<file path="config.mk">
export PLATFORM = sky130hd
export DESIGN_NAME = accel_pair_scheduler
export DESIGN_NICKNAME = d
export VERILOG_FILES = /design/src/rtl/accel_pair_scheduler.sv
export SDC_FILE = /design/constraint.sdc
export NUM_CORES = 2
export LEC_CHECK = 0
export ABC_AREA = 1
export CAP_MARGIN = 0
export CORE_ASPECT_RATIO = 0.9
export CORE_UTILIZATION = 53
export CTS_BUF_LIST = sky130_fd_sc_hd__clkbuf_4 sky130_fd_sc_hd__clkbuf_8 sky130_fd_sc_hd__clkbuf_16
export DETAILED_ROUTE_END_ITERATION = 16
export PLACE_DENSITY = 0.78
export SLEW_MARGIN = 20
export SYNTH_ARGS = -nofsm -noshare
export SYNTH_HDL_FRONTEND = slang
export SYNTH_SLANG_ARGS = --single-unit
</file>
<file path="constraint.sdc">
create_clock -name clk -period 2.25 [get_ports clk]
set_clock_uncertainty 0.15 [all_clocks]
set_input_delay 0.3375 -clock clk [delete_from_list [all_inputs] [get_ports clk]]
set_output_delay 0.3375 -clock clk [all_outputs]
set_load 0.02 [all_outputs]
</file>
<file path="src/rtl/accel_pair_scheduler.sv">
`default_nettype none
// ============================================================================
// Module   : accel_pair_scheduler
// Brief    : Issues all N x N body pairs to the acceleration pipeline, tags
//            each result with its row information and detects pass completion.
// Revision : 1.0 - initial release
// ============================================================================
module accel_pair_scheduler #(
    parameter int IDX_W   = 8,
    parameter int LATENCY = 123
) (
    input  logic             clk,
    input  logic             rst,
    input  logic             start,
    input  logic [IDX_W:0]   n_bodies,
    input  logic             issue_en,
    output logic             busy,
    output logic             done,
    output logic             rd_en,
    output logic [IDX_W-1:0] rd_addr_i,
    output logic [IDX_W-1:0] rd_addr_j,
    input  logic [63:0]      mem_xi,
    input  logic [63:0]      mem_yi,
    input  logic [63:0]      mem_xj,
    input  logic [63:0]      mem_yj,
    input  logic [63:0]      mem_mj,
    output logic             pipe_valid,
    output logic [63:0]      pipe_x1,
    output logic [63:0]      pipe_y1,
    output logic [63:0]      pipe_x2,
    output logic [63:0]      pipe_y2,
    output logic [63:0]      pipe_m2,
    output logic             out_valid,
    output logic [IDX_W-1:0] out_body,
    output logic             out_first,
    output logic             out_last
);

    typedef enum logic [1:0] {
        S_IDLE   = 2'd0,
        S_ISSUE  = 2'd1,
        S_DRAIN  = 2'd2,
        S_FINISH = 2'd3
    } state_t;

    // Tag layout: {valid, body_i, first_of_row, last_of_row}
    localparam int c_TAG_W = IDX_W + 3;

    state_t             r_state;
    state_t             w_state_nxt;
    logic [IDX_W-1:0]   r_n_m1;
    logic [IDX_W-1:0]   r_i;
    logic [IDX_W-1:0]   r_j;
    logic [IDX_W:0]     w_n_m1;
    logic [IDX_W+1:0]   r_inflight;
    logic               w_row_end;
    logic               w_last_pair;
    logic               w_drained;
    logic               w_accept;
    logic               r_done;
    logic [c_TAG_W-1:0] w_tag;
    logic [c_TAG_W-1:0] r_tag_rd;
    logic [c_TAG_W-1:0] r_tag_pipe;
    logic [c_TAG_W-1:0] r_tag_sr [LATENCY];

    assign w_n_m1      = n_bodies - 1'b1;
    assign w_row_end   = (r_j == r_n_m1);
    assign w_last_pair = w_row_end && (r_i == r_n_m1);
    assign w_accept    = (r_state == S_IDLE) && start && (n_bodies != '0);
    // The final result may retire in the same cycle the check is made.
    assign w_drained   = (r_inflight == '0) ||
                         ((r_inflight == (IDX_W+2)'(1)) && out_valid);
    assign w_tag       = {rd_en, r_i, (r_j == '0), w_row_end};

    always_ff @(posedge clk) begin
        if (rst) begin
            r_state <= S_IDLE;
        end else begin
            r_state <= w_state_nxt;
        end
    end

    always_comb begin
        w_state_nxt = r_state;
        rd_en       = 1'b0;
        busy        = 1'b0;
        case (r_state)
            S_IDLE: begin
                if (start) begin
                    w_state_nxt = (n_bodies == '0) ? S_FINISH : S_ISSUE;
                end
            end
            S_ISSUE: begin
                busy  = 1'b1;
                rd_en = issue_en;
                if (issue_en && w_last_pair) begin
                    w_state_nxt = S_DRAIN;
                end
            end
            S_DRAIN: begin
                busy = 1'b1;
                if (w_drained) begin
                    w_state_nxt = S_FINISH;
                end
            end
            S_FINISH: begin
                busy        = 1'b1;
                w_state_nxt = S_IDLE;
            end
            default: w_state_nxt = S_IDLE;
        endcase
    end

    always_ff @(posedge clk) begin
        if (rst) begin
            r_n_m1 <= '0;
            r_i    <= '0;
            r_j    <= '0;
        end else if (w_accept) begin
            r_n_m1 <= w_n_m1[IDX_W-1:0];
            r_i    <= '0;
            r_j    <= '0;
        end else if (rd_en) begin
            if (w_row_end) begin
                r_j <= '0;
                r_i <= w_last_pair ? '0 : r_i + 1'b1;
            end else begin
                r_j <= r_j + 1'b1;
            end
        end
    end

    always_ff @(posedge clk) begin
        if (rst) begin
            r_inflight <= '0;
        end else begin
            case ({rd_en, out_valid})
                2'b10:   r_inflight <= r_inflight + 1'b1;
                2'b01:   r_inflight <= r_inflight - 1'b1;
                default: r_inflight <= r_inflight;
            endcase
        end
    end

    always_ff @(posedge clk) begin
        if (rst) begin
            r_done <= 1'b0;
        end else begin
            r_done <= (r_state == S_FINISH);
        end
    end

    // Operands are captured the cycle memory data is valid and held otherwise.
    always_ff @(posedge clk) begin
        if (rst) begin
            r_tag_rd   <= '0;
            r_tag_pipe <= '0;
            pipe_x1    <= '0;
            pipe_y1    <= '0;
            pipe_x2    <= '0;
            pipe_y2    <= '0;
            pipe_m2    <= '0;
        end else begin
            r_tag_rd   <= w_tag;
            r_tag_pipe <= r_tag_rd;
            if (r_tag_rd[c_TAG_W-1]) begin
                pipe_x1 <= mem_xi;
                pipe_y1 <= mem_yi;
                pipe_x2 <= mem_xj;
                pipe_y2 <= mem_yj;
                pipe_m2 <= mem_mj;
            end
        end
    end

    always_ff @(posedge clk) begin
        if (rst) begin
            for (int k = 0; k < LATENCY; k++) begin
                r_tag_sr[k] <= '0;
            end
        end else begin
            r_tag_sr[0] <= r_tag_pipe;
            for (int k = 1; k < LATENCY; k++) begin
                r_tag_sr[k] <= r_tag_sr[k-1];
            end
        end
    end

    assign done       = r_done;
    assign rd_addr_i  = r_i;
    assign rd_addr_j  = r_j;
    assign pipe_valid = r_tag_pipe[c_TAG_W-1];
    assign out_valid  = r_tag_sr[LATENCY-1][c_TAG_W-1];
    assign out_body   = r_tag_sr[LATENCY-1][IDX_W+1:2];
    assign out_first  = r_tag_sr[LATENCY-1][1];
    assign out_last   = r_tag_sr[LATENCY-1][0];

endmodule
`default_nettype wire

</file>
==> run_summary.xml <==
<?xml version="1.0" encoding="UTF-8"?>
<metrics>
  <group name="run_status">
    <metric name="outcome" unit="">complete, but fails checks</metric>
    <metric name="violations" unit="">negative setup slack</metric>
  </group>
  <group name="final_layout">
    <metric name="post_route_cells_drive_above_1_share" unit="%">6.26</metric>
    <metric name="layout.nets" unit="">7136</metric>
    <metric name="fillers" unit="">7325</metric>
    <metric name="layoutNonFillerInstCount" unit="">8196</metric>
    <metric name="area_growth" unit="%">27.7</metric>
    <metric name="postLayoutCoreUtil" unit="%">68.5</metric>
  </group>
  <group name="timing">
    <metric name="relSlewSlack" unit="%">38.3</metric>
    <metric name="report.final.setup_viol" unit="">2</metric>
    <metric name="final_critical_path_setup_slack" unit="ps">-35.8</metric>
    <metric name="worst_pin_slew" unit="ps">922</metric>
    <metric name="drv_slew" unit="">0</metric>
    <metric name="timing.fmax" unit="MHz">437</metric>
    <metric name="layout_min_cycle_time" unit="ps">2290</metric>
    <metric name="final.period_utilization" unit="%">102</metric>
    <metric name="rsz0062_at_grt" unit="">true</metric>
    <metric name="hold_viol_final" unit="">0</metric>
  </group>
  <group name="floorplan">
    <metric name="initial_core_util" unit="%">53.6</metric>
    <metric name="floorplan.die.height" unit="um">299</metric>
    <metric name="boundaryPins" unit="">684</metric>
    <metric name="floorplan.die.width" unit="um">332</metric>
    <metric name="rows" unit="">108</metric>
    <metric name="core" unit="um2">96600</metric>
    <metric name="die_area" unit="um2">99000</metric>
  </group>
  <group name="setup_path">
    <metric name="r2r-start" unit="">r_state[1]</metric>
    <metric name="cp_top_family" unit="">flip-flops</metric>
    <metric name="required" unit="ps">1760</metric>
    <metric name="reg2reg_slack" unit="ps">250</metric>
    <metric name="criticalPathCategory" unit="">reg2out</metric>
    <metric name="worst_ep_arrival_time" unit="ps">1800</metric>
    <metric name="crit_path_max_incr_delay" unit="ps">630</metric>
    <metric name="cp.buffers_inverters" unit="">1</metric>
    <metric name="critical-path-slowest-cell" unit="">sky130_fd_sc_hd__dfxtp_1</metric>
    <metric name="critical_path_peak_fanout" unit="">2</metric>
    <metric name="timing.rr.end" unit="">r_inflight[3]</metric>
    <metric name="critical_path_cell_count" unit="">1</metric>
    <metric name="worst-r2r-cell-count" unit="">10</metric>
    <metric name="worstPathCellList" unit="">dlygate4sd2_1</metric>
    <metric name="cp-end-kind" unit="">output port</metric>
    <metric name="worstSetupStartpointType" unit="">register</metric>
  </group>
  <group name="pwr">
    <metric name="pwr_density_cell" unit="nW/um2">991</metric>
    <metric name="post-layout-total-power" unit="uW">65600</metric>
    <metric name="leakagePower" unit="uW">0.0281</metric>
    <metric name="maximum_vdd_ir_drop" unit="V">0.000734</metric>
  </group>
  <group name="clocking">
    <metric name="tritoncts" unit="">built</metric>
    <metric name="cts_inserted_buffers" unit="">160</metric>
    <metric name="cts.root.buffer_cell" unit="">sky130_fd_sc_hd__clkbuf_16</metric>
    <metric name="cts.path.max_buffers" unit="">3</metric>
    <metric name="tritoncts_num_sinks" unit="">1732</metric>
    <metric name="worstSkewPairLatency" unit="ps">750</metric>
    <metric name="htreeDepth" unit="">4</metric>
    <metric name="worst_setup_hold_path_clk_slew" unit="ps">60</metric>
    <metric name="cts.repair_timing.setup_buffer_count" unit="">0</metric>
  </group>
  <group name="yosys">
    <metric name="synth_most_common_cell" unit="">sky130_fd_sc_hd__nor2_1</metric>
    <metric name="mappedNetlistNets" unit="">6383</metric>
    <metric name="seq_area_frac_synth" unit="%">66.9</metric>
    <metric name="synth.avg_cell_area" unit="um2">8.58</metric>
    <metric name="postSynthCellCount" unit="">6036</metric>
    <metric name="post_synth_num_cell_types" unit="">31</metric>
    <metric name="dominantRegCellSynth" unit="">sky130_fd_sc_hd__dfxtp_1</metric>
    <metric name="synth_area_leaders" unit="">sky130_fd_sc_hd__dfxtp_1, sky130_fd_sc_hd__nor2_1, sky130_fd_sc_hd__inv_1</metric>
    <metric name="synth_top_family_by_area" unit="">simple AND/OR/NAND/NOR gates</metric>
    <metric name="synth_top_area_cell" unit="">sky130_fd_sc_hd__dfxtp_1</metric>
    <metric name="synth_warnings" unit="">0</metric>
    <metric name="synth.mux.area_fraction" unit="%">0</metric>
    <metric name="synth_simple_gate_area_share" unit="%">16.2</metric>
    <metric name="async_reset_ff_share" unit="%">0</metric>
    <metric name="synth_commonest_cells" unit="">sky130_fd_sc_hd__nor2_1, sky130_fd_sc_hd__dfxtp_1, sky130_fd_sc_hd__inv_1</metric>
    <metric name="synth-adder-area-share" unit="%">0.338</metric>
    <metric name="synth_compound_area_share" unit="%">3.64</metric>
    <metric name="synth_enable_flop_cells" unit="">0</metric>
    <metric name="fraction_of_post_synthesis_cell_area_in_the_top_cell_type_by_area" unit="%">66.9</metric>
    <metric name="synth_xor_area_share" unit="%">0.203</metric>
    <metric name="syn-cell-area" unit="um2">51800</metric>
    <metric name="ys_seq_elements" unit="">1732</metric>
  </group>
  <group name="grt">
    <metric name="grt.total_usage" unit="%">28.9</metric>
    <metric name="via_count_of_the_first_global_routing_pass" unit="">35600</metric>
    <metric name="globalRoute.totalOverflow" unit="">0</metric>
    <metric name="grt_first_pass_wirelength" unit="um">213000</metric>
    <metric name="grt_antenna_before_repair" unit="">36</metric>
    <metric name="maximum_number_of_pins_on_one_net_before_global_route_repair" unit="">198</metric>
  </group>
  <group name="route">
    <metric name="route.final.wire_length" unit="um">146000</metric>
    <metric name="via_count" unit="">36900</metric>
    <metric name="initial_drt_pass_iterations" unit="">7</metric>
    <metric name="route.detailed.wl_per_inst" unit="um">17.8</metric>
    <metric name="detail_route.drc_violations" unit="">0</metric>
    <metric name="postRouteAntennaNets" unit="">0</metric>
    <metric name="detail_route.iter0.violations" unit="">2776</metric>
    <metric name="post_drt_via_cell_ratio" unit="">4.51</metric>
  </group>
  <group name="placement">
    <metric name="dpl.cell_count" unit="">7808</metric>
    <metric name="buffer_ports.inserted" unit="">683</metric>
    <metric name="place_ws" unit="ps">-119</metric>
    <metric name="routabilityCongestion" unit="">1.08</metric>
    <metric name="detailedPlacementHpwl" unit="um">103000</metric>
  </group>
  <group name="hold_path">
    <metric name="holdPathEnd" unit="">pipe_y2[38]</metric>
    <metric name="worst_min_path_start" unit="">mem_yj[38]</metric>
    <metric name="worst_hold_path_class" unit="">in2reg</metric>
    <metric name="min_path_cells" unit="">3</metric>
  </group>
  <group name="flow_run">
    <metric name="cap_violations" unit="">0</metric>
  </group>
</metrics>
-- routing by layer --
layer  track usage [%]  up-vias  routed length, um
li1                  -    18600                  -
met2              44.7      964              64500
met5                 0        -                114
met4              16.1       18               8180
met3              10.6      309              12700
met1              34.9    17100              60100
-- layout by cell type, fill, tap and decap left out, types with 84 or more instances in the layout --
cell / synthesis / layout
sky130_fd_sc_hd__clkbuf_16: 0 / 162
sky130_fd_sc_hd__nor2_1: 2052 / 2052
sky130_fd_sc_hd__inv_1: 1412 / 1409
sky130_fd_sc_hd__dfxtp_1: 1732 / 1710
sky130_fd_sc_hd__dlygate4sd3_1: 0 / 84
sky130_fd_sc_hd__o21ai_0: 343 / 343
sky130_fd_sc_hd__buf_4: 16 / 84
sky130_fd_sc_hd__nand2_1: 98 / 97
sky130_fd_sc_hd__dlygate4sd2_1: 0 / 242
sky130_fd_sc_hd__clkdlybuf4s50_1: 0 / 402
-- through the flow --
| stage | area (um2) | TNS, ps | hold WS [ps] |
|---|---|---|---|
| after detailed placement | 60100 | -246 | 242 |
| after global routing | 66100 | -76.9 | 23.8 |
| after CTS | 66000 | -134 | 0.0914 |
| final | 66200 | -38.0 | 36.1 |
| after floorplan | 51800 | 0 | 238 |
| after global placement | 60100 | -180 | 238 |
-- kinds of logic (layout without fill, tap and decap cells) --
family | Yosys count | in the layout
AND/OR/NAND/NOR | 2202 | 2202
adder cells (fa/ha/maj) | 14 | 14
other | 0 | 25
buffers and inverters | 1701 | 2571
XOR/XNOR | 12 | 12
AO/OA/AOI/OAI | 375 | 375
flip-flops | 1732 | 1732
-- power by group --
part	internal [uW]	switching [uW]	leakage, uW
registers	31500	774	0.0140
clock network	15600	11500	0.00268
logic	2250	3900	0.0114
-- registers in the layout, summed over array words and instances, names as in the netlist, 11 cells and up --
| name | flops |
|---|---|
| r_tag_rd | 11 |
| pipe_y2 | 64 |
| pipe_x2 | 64 |
| pipe_x1 | 64 |
| pipe_m2 | 64 |
| pipe_y1 | 64 |
| r_tag_pipe | 11 |
| r_tag_sr | 1353 |
-- timing repair --
item / CTS / global route
hold buffers: 84 / 0
endpoints found under the setup margin: 247 / 39
gates resized for setup: 277 / 43
endpoints found under the hold margin: 167 / 0
-- layout make-up --
type / count / area [um2] / share of cell area [%]
Sequential cell: 1732 / 34700 / 52.5
Multi-Input combinational cell: 2603 / 10600 / 16.0
Timing Repair Buffer: 871 / 8500 / 12.9
Inverter: 1421 / 5360 / 8.10
Clock buffer: 232 / 4760 / 7.20
Tap cell: 1265 / 1580 / 2.39
Clock inverter: 47 / 623 / 0.942
Antenna cell: 25 / 62.6 / 0.0946
-- worst max path at each step --
| stage | startpoint | endpoint | slack (ps) |
|---|---|---|---|
| after floorplan | r_state[1] | r_inflight[7] | 250 |
| after global placement | issue_en | rd_en | -110 |
| after detailed placement | issue_en | rd_en | -120 |
| after CTS | r_state[1] | rd_en | -130 |
| after global routing | r_state[1] | rd_en | -50 |
| final | pipe_y2[29] | pipe_y2[29] | -40 |
No activity file was read; power rests on OpenSTA's default activity.
